===== src/rtl/alu_frame_loader_pkg.sv =====
// Shared definitions for the frame loader and the ALU stage beside it:
// default word width and the loader FSM state encodings.
package alu_frame_loader_pkg;

    localparam int DEFAULT_WIDTH = 16;

    // Fixed 3-bit encodings so the ALU stage and debug tooling agree on values.
    typedef enum logic [2:0] {
        LD_SEL = 3'd0,
        LD_D0  = 3'd1,
        LD_D1  = 3'd2,
        LD_D2  = 3'd3,
        LD_D3  = 3'd4,
        EXEC   = 3'd5,
        HOLD   = 3'd6
    } state_t;

endpackage


===== src/rtl/alu_frame_loader.sv =====
// Serial frame loader: collects an operation select plus four operands from
// a word stream, presents them to an external ALU stage, captures its two
// results and holds them until the downstream consumer takes them.
module alu_frame_loader
    import alu_frame_loader_pkg::*;
#(
    parameter int WIDTH = DEFAULT_WIDTH
) (
    input  logic             i_clk,
    input  logic             i_rst,
    input  logic [WIDTH-1:0] i_data,
    input  logic             i_valid,
    output logic             o_ready,
    output logic [3:0]       o_sel,
    output logic [WIDTH-1:0] o_d0,
    output logic [WIDTH-1:0] o_d1,
    output logic [WIDTH-1:0] o_d2,
    output logic [WIDTH-1:0] o_d3,
    input  logic [WIDTH-1:0] i_res_0,
    input  logic [WIDTH-1:0] i_res_1,
    output logic [WIDTH-1:0] o_res_0,
    output logic [WIDTH-1:0] o_res_1,
    output logic             o_res_valid,
    input  logic             i_res_ready,
    output logic [7:0]       o_frame_cnt
);

    state_t state;
    logic   xfer;

    assign xfer = i_valid && o_ready;

    // Loader FSM; o_ready is registered alongside the state so it is high
    // exactly in the load states.
    always_ff @(posedge i_clk) begin
        if (i_rst) begin
            state       <= LD_SEL;
            o_ready     <= 1'b1;
            o_sel       <= '0;
            o_d0        <= '0;
            o_d1        <= '0;
            o_d2        <= '0;
            o_d3        <= '0;
            o_res_0     <= '0;
            o_res_1     <= '0;
            o_res_valid <= 1'b0;
            o_frame_cnt <= '0;
        end else begin
            case (state)
                LD_SEL: if (xfer) begin
                    o_sel <= i_data[3:0];
                    state <= LD_D0;
                end
                LD_D0: if (xfer) begin
                    o_d0  <= i_data;
                    state <= LD_D1;
                end
                LD_D1: if (xfer) begin
                    o_d1  <= i_data;
                    state <= LD_D2;
                end
                LD_D2: if (xfer) begin
                    o_d2  <= i_data;
                    state <= LD_D3;
                end
                LD_D3: if (xfer) begin
                    o_d3    <= i_data;
                    o_ready <= 1'b0;
                    state   <= EXEC;
                end
                EXEC: begin
                    o_res_0     <= i_res_0;
                    o_res_1     <= i_res_1;
                    o_res_valid <= 1'b1;
                    state       <= HOLD;
                end
                HOLD: if (i_res_ready) begin
                    o_res_valid <= 1'b0;
                    o_frame_cnt <= o_frame_cnt + 8'd1;
                    o_ready     <= 1'b1;
                    state       <= LD_SEL;
                end
                default: begin
                    o_ready <= 1'b1;
                    state   <= LD_SEL;
                end
            endcase
        end
    end

endmodule


===== config.mk =====
export PLATFORM = sky130hd
export DESIGN_NAME = alu_frame_loader
export DESIGN_NICKNAME = d
export VERILOG_FILES = /design/src/rtl/alu_frame_loader_pkg.sv /design/src/rtl/alu_frame_loader.sv
export SDC_FILE = /design/constraint.sdc
export NUM_CORES = 1
export LEC_CHECK = 0
export BUFFER_PORTS_ARGS = -buffer_cell sky130_fd_sc_hd__buf_2
export CAP_MARGIN = 10
export CORE_MARGIN = 10
export CORE_UTILIZATION = 35
export CTS_BUF_LIST = sky130_fd_sc_hd__clkbuf_4 sky130_fd_sc_hd__clkbuf_8 sky130_fd_sc_hd__clkbuf_16
export CTS_CLUSTER_DIAMETER = 40
export DETAILED_ROUTE_END_ITERATION = 10
export PLACE_DENSITY = 0.66
export RECOVER_POWER = 50
export REMOVE_ABC_BUFFERS = 1
export SYNTH_ARGS = -nofsm -noshare
export SYNTH_HDL_FRONTEND = slang
export SYNTH_SLANG_ARGS = --single-unit

===== constraint.sdc =====
create_clock -name i_clk -period 2.15 [get_ports i_clk]
set_input_delay 0.43 -clock i_clk [delete_from_list [all_inputs] [get_ports i_clk]]
set_output_delay 0.43 -clock i_clk [all_outputs]
set_load 0.1 [all_outputs]

==> results of run 1 <==
[sequential cells by signal (all words and copies together), names as in the netlist]
register,flops
o_d0,16
o_d1,16
o_d2,16
o_d3,16
o_res_0,16
o_res_1,16
o_frame_cnt,8
o_sel,4
state,3
o_ready,1
o_res_valid,1
[cells by family after synthesis]
family,after synthesis
buffers and inverters,58
DFF,113
muxes,2
adders and majority gates,1
xor gates and xnor gates,1
AOI/OAI and AO/OA,192
and+or+nand+nor,168
[metal layers]
metal  track usage (%)  share of wire, %  vias to the layer above
met5                 0                 0                        -
met4              7.05               1.5                        0
met3              4.34               5.6                       16
met2              29.3                54                      143
met1              18.1                39                     2124
li1                  -                 -                     2156
[cell type report]
class                           count  area (sq um)  area share (%)
Tap cell                          168           210            3.53
Antenna cell                        2          5.00          0.0841
Timing Repair Buffer              175           936            15.7
Inverter                            5          18.8           0.316
Clock inverter                     11           183            3.07
Multi-Input combinational cell    364          1860            31.3
Clock buffer                       21           474            7.97
Sequential cell                   113          2260            38.0
[metrics by stage]
stage | setup TNS [ps] | utilization, %
6_report | 0 | 49.1
2_1_floorplan | -17270 | -
5_1_grt | 0 | 49.1
4_1_cts | 0 | 49.1
3_5_place_dp | 0 | 43.7
3_3_place_gp | 0 | 43.7
[cell usage in the layout (no fill, tap or decap), types with 3 or more instances in the layout]
| cell type | Yosys | routed |
|---|---|---|
| a21oi_1 | 109 | 109 |
| nand2b_1 | 3 | 3 |
| clkinv_2 | 0 | 5 |
| nor2_1 | 5 | 5 |
| nand2_1 | 69 | 69 |
| o21ai_0 | 72 | 72 |
| nor2b_1 | 3 | 3 |
| or4_1 | 5 | 5 |
| nand3_1 | 70 | 70 |
| clkbuf_8 | 0 | 3 |
| o31ai_1 | 6 | 6 |
| buf_4 | 5 | 12 |
| buf_2 | 16 | 73 |
| clkbuf_16 | 0 | 17 |
| bufinv_16 | 0 | 5 |
| dfxtp_1 | 113 | 113 |
| inv_1 | 5 | 5 |
| clkbuf_2 | 0 | 88 |
[synthesized netlist by cell type]
library cell / count / area share [%]
dfxtp_1: 113 / 52
a21oi_1: 109 / 12
o21ai_0: 72 / 8.2
nand3_1: 70 / 8.0
nand2_1: 69 / 5.9
clkbuf_1: 29 / 2.5
buf_2: 16 / 1.8
o31ai_1: 6 / 1.0
buf_4: 5 / 0.86
inv_1: 5 / 0.43
nor2_1: 5 / 0.43
or4_1: 5 / 0.86
and3b_1: 3 / 0.60
nand2b_1: 3 / 0.43
nor2b_1: 3 / 0.43
and2_1: 2 / 0.29
buf_1: 2 / 0.17
mux2i_1: 2 / 0.46
nand3b_1: 2 / 0.34
a2111oi_2: 1 / 0.34
a21boi_0: 1 / 0.17
a21o_1: 1 / 0.17
a22oi_1: 1 / 0.17
and3_1: 1 / 0.14
buf_6: 1 / 0.26
ha_1: 1 / 0.29
nand4_1: 1 / 0.14
nand4b_4: 1 / 0.54
nor3b_1: 1 / 0.17
o211ai_1: 1 / 0.17
or3_1: 1 / 0.14
or3b_2: 1 / 0.20
xor2_1: 1 / 0.20
[worst min-delay path: cells and delay by family]
kind / cells / cell delay [ps]
compound gates: 1 / 50
buf+inv: 1 / 90
simple gates: 1 / 40
[path summary, 6_finish.rpt]
| kind | end | slack [ps] |
|---|---|---|
| max | o_ready | 270 |
| min | o_res_0[5] | 270 |
| min reg2reg | o_res_1[7] | 450 |
| max reg2reg | o_d2[7] | 400 |
[where the power goes]
| group | total, W | leakage (nW) | internal (W) | switching, W |
|---|---|---|---|---|
| sequential | 0.00217 | 0.913 | 0.00214 | 0.0000356 |
| combinational | 0.000632 | 1.18 | 0.000133 | 0.000499 |
| clock | 0.00308 | 0.326 | 0.00215 | 0.000934 |
| total | 0.00589 | 2.42 | 0.00442 | 0.00147 |
==> results.toml, run 1 <==
[global_route]
grt_pass1_wl_um = 23400
antenna_found_initial = 2
gr-usage-all-layers_pct = 16.5
grt_max_degree = 49
grt_pass1_vias = 4396
grt_overflow_total = 0

[clocking]
post-cts-setup-buffers = 0
cts-root-buf = "clkbuf_16"
cts_hold_buf = 0
clk-insertion-delay-late_ps = 400
htree_levels = 4
cts_resized = 0
cts_tree = "yes"
numCtsBuffers = 17
path_clk_slew_ps = 60
clock_path_buffers = 2
clkSinkCount = 113

[timing]
period_share_pct = 87.4
max_freq_mhz = 532
finalSetupViolCount = 0
hold_slack_ps = 268
tightest_slew_ps = 645
clock_skew_ps = 10.7
layout_setup_ws_ps = 271
period_needed_ps = 1880
final-hold-violation-count = 0
drv_slew = 0
relSlewSlack_pct = 57.0
rsz0062_at_grt = "no"

[worst_setup_path]
worst_ep_arrival_time_ps = 1450
r2r_cells = 4
cp_cell_sequence = "buf_2"
path_delay_family = "flip-flops"
max_stage_delay_ps = 540
worstSetupPathType = "reg -> out"
required_ps = 1720
crit_buf_inv = 1
end_kind = "output port"
slowest_stage = "dfxtp_1"
critPathMaxFanout = 13
reg2reg_from = "state[0]"
cp-start-kind = "register"
path_depth = 1
crit_start = "o_ready"

[detailed_routing]
drt-initial-drc-count = 432
ant_nets = 0
firstDrtPassIters = 5
wirelength_um = 14800
via_count = 4439
detail_route.wl_per_cell_um = 17.2
routed_via_density = 5.17
route.detailed.drc = 0

[worst_hold_path]
hold_path.class = "in -> reg"
worstHoldStart = "i_res_0[5]"
min_path_cells = 3

[yosys]
ys_ff_latch = 113
synth_seq_area_share_pct = 51.7
synth_area_sq_um = 4380
synth_xor_area_share_pct = 0.200
synth_top_family_by_area = "compound AO/OA/AOI/OAI gates"
yosys.area_share.simple_pct = 18.6
muxShareOfSynthArea_pct = 0.457
yosys_warnings = 0
yosysUniqueCellTypes = 33
synth_cells = 535
synth_adder_area_share_pct = 0.286
synth_compound_area_share_pct = 22.7
avgSynthCellArea_sq_um = 8.19

[placed_design]
portBuffers = 161
placed_cell_area_sq_um = 5290
hpwl_um = 10500
place_inst = 825
gp_congestion = 0.789
pre_cts_slack_ps = 388

[cells_and_area]
syn_to_final_growth_pct = 35.8
fin_area_sq_um = 5950
nFillCells = 1218
stdcell_count = 859
layout.nets = 729
drive_gt1_share_pct = 30.8

[floorplanning]
start_util_pct = 36.2
rows = 40
core_sq_um = 12100
ios = 162
die_h_um = 132
die_area_sq_um = 17400
die_x_um = 132

[pwr]
fin_total_pwr_w = 0.00589
power.leakage_nw = 2.42
vdd_drop_max_uv = 463
power_density_nw_per_um2 = 990

[flow_run]
cap_viol_max_count = 0

[outcome]
outcome = "finished, final reports clean"
Note: power is estimated with default switching activity, not from simulation.
==> run 2: changes to the inputs <==
RECOVER_POWER = 25   (was 50)
==> results.toml, run 2 (synthesis results as in run 1) <==
[cells_and_area]
multi_input_area_sq_um = 1860
final_common_cell = "buf_2"
nFillCells = 1218
most-common-layout-cells = "buf_2, dfxtp_1, a21oi_1"
stdcell_count = 859
area.sequential_sq_um = 2260
layout.nets = 729
fin_area_sq_um = 5950
syn_to_final_growth_pct = 35.8
drive_gt1_share_pct = 30.8

[global_route]
grt_max_degree = 49
gr-usage-all-layers_pct = 16.5
antenna_found_initial = 2
grt_pass1_wl_um = 23400
grt_pass1_vias = 4396
grt_overflow_total = 0

[clocking]
cts-root-buf = "clkbuf_16"
numCtsBuffers = 17
cts_tree = "yes"
cts_hold_buf = 0
clkSinkCount = 113
path_clk_slew_ps = 60
cts_resized = 0
post-cts-setup-buffers = 0
htree_levels = 4
clk-insertion-delay-late_ps = 400
clock_path_buffers = 2

[worst_setup_path]
worstSetupPathType = "reg -> out"
max_stage_delay_ps = 530
path_delay_family = "flip-flops"
critPathMaxFanout = 13
cp_cell_sequence = "buf_2"
crit_buf_inv = 1
reg2reg_slack_ps = 410
slowest_stage = "dfxtp_1"
worst_ep_arrival_time_ps = 1440
required_ps = 1720
cp-start-kind = "register"
end_kind = "output port"

[floorplanning]
core_sq_um = 12100
die_x_um = 132
ios = 162
die_h_um = 132
rows = 40
die_area_sq_um = 17400
start_util_pct = 36.2

[detailed_routing]
detail_route.wl_per_cell_um = 17.2
route.detailed.drc = 0
firstDrtPassIters = 7
wirelength_um = 14800
drt-initial-drc-count = 382
routed_via_density = 5.19
ant_nets = 0
via_count = 4461

[timing]
relSlewSlack_pct = 54.7
hold_slack_ps = 268
period_needed_ps = 1870
clock_skew_ps = 7.66
drv_slew = 0
finalSetupViolCount = 0
final-hold-violation-count = 0
period_share_pct = 86.8
max_freq_mhz = 536
rsz0062_at_grt = "no"
tightest_slew_ps = 679

[pwr]
vdd_drop_max_uv = 461
power_density_nw_per_um2 = 989
power.leakage_nw = 2.46

[placed_design]
gp_congestion = 0.789
place_inst = 825
portBuffers = 161
placed_cell_area_sq_um = 5290
hpwl_um = 10500

[outcome]
outcome = "finished, final reports clean"

[flow_run]
cap_viol_max_count = 0

[worst_hold_path]
hold_path.class = "in -> reg"
[run 2: cell count changes in the layout (fill, tap and decap cells not counted), sizes merged]
cell / change
clkbuf: -43
buf: +43
[run 2: per-stage QoR]
step / util [%] / setup slack, ps / power, W / setup TNS [ps]
finish: 49.1 / 283 / 0.00588 / 0
global placement: 43.7 / 450 / 0.00284 / 0
CTS: 49.1 / 252 / 0.00593 / 0
global route: 49.1 / 139 / 0.00607 / 0
detailed placement: 43.7 / 388 / 0.00285 / 0
floorplan: - / -363 / 0.00261 / -17270
[run 2: report_power, final]
part	switching, W	internal (W)	leakage [nW]
sequential	0.0000351	0.00214	0.913
combinational	0.000499	0.000133	1.22
clock	0.000928	0.00215	0.326
[run 2: per-layer routing]
| metal | share of wire (%) | up-vias | routed length [um] | global-route usage, % |
|---|---|---|---|---|
| li1 | - | 2159 | - | - |
| met1 | 38 | 2126 | 5580 | 18.1 |
| met3 | 6.0 | 23 | 889 | 4.34 |
| met2 | 54 | 153 | 8040 | 29.3 |
| met5 | 0 | - | 0 | 0 |
| met4 | 1.8 | 0 | 269 | 7.05 |
[run 2: layout make-up]
cell class                      count  share of cell area, %
Multi-Input combinational cell    364                   31.3
Tap cell                          168                   3.53
Clock buffer                       21                   7.97
Antenna cell                        2                 0.0841
Clock inverter                     11                   3.07
Timing Repair Buffer              175                   15.7
Inverter                            5                  0.316
Sequential cell                   113                   38.0
[run 2: path summary, 6_finish.rpt]
path | to | cells past startpoint | from
max | o_ready | 1 | o_ready
min | o_res_0[5] | 3 | i_res_0[5]
max reg2reg | o_res_0[2] | 4 | state[0]
min reg2reg | o_res_1[7] | 2 | o_res_1[7]
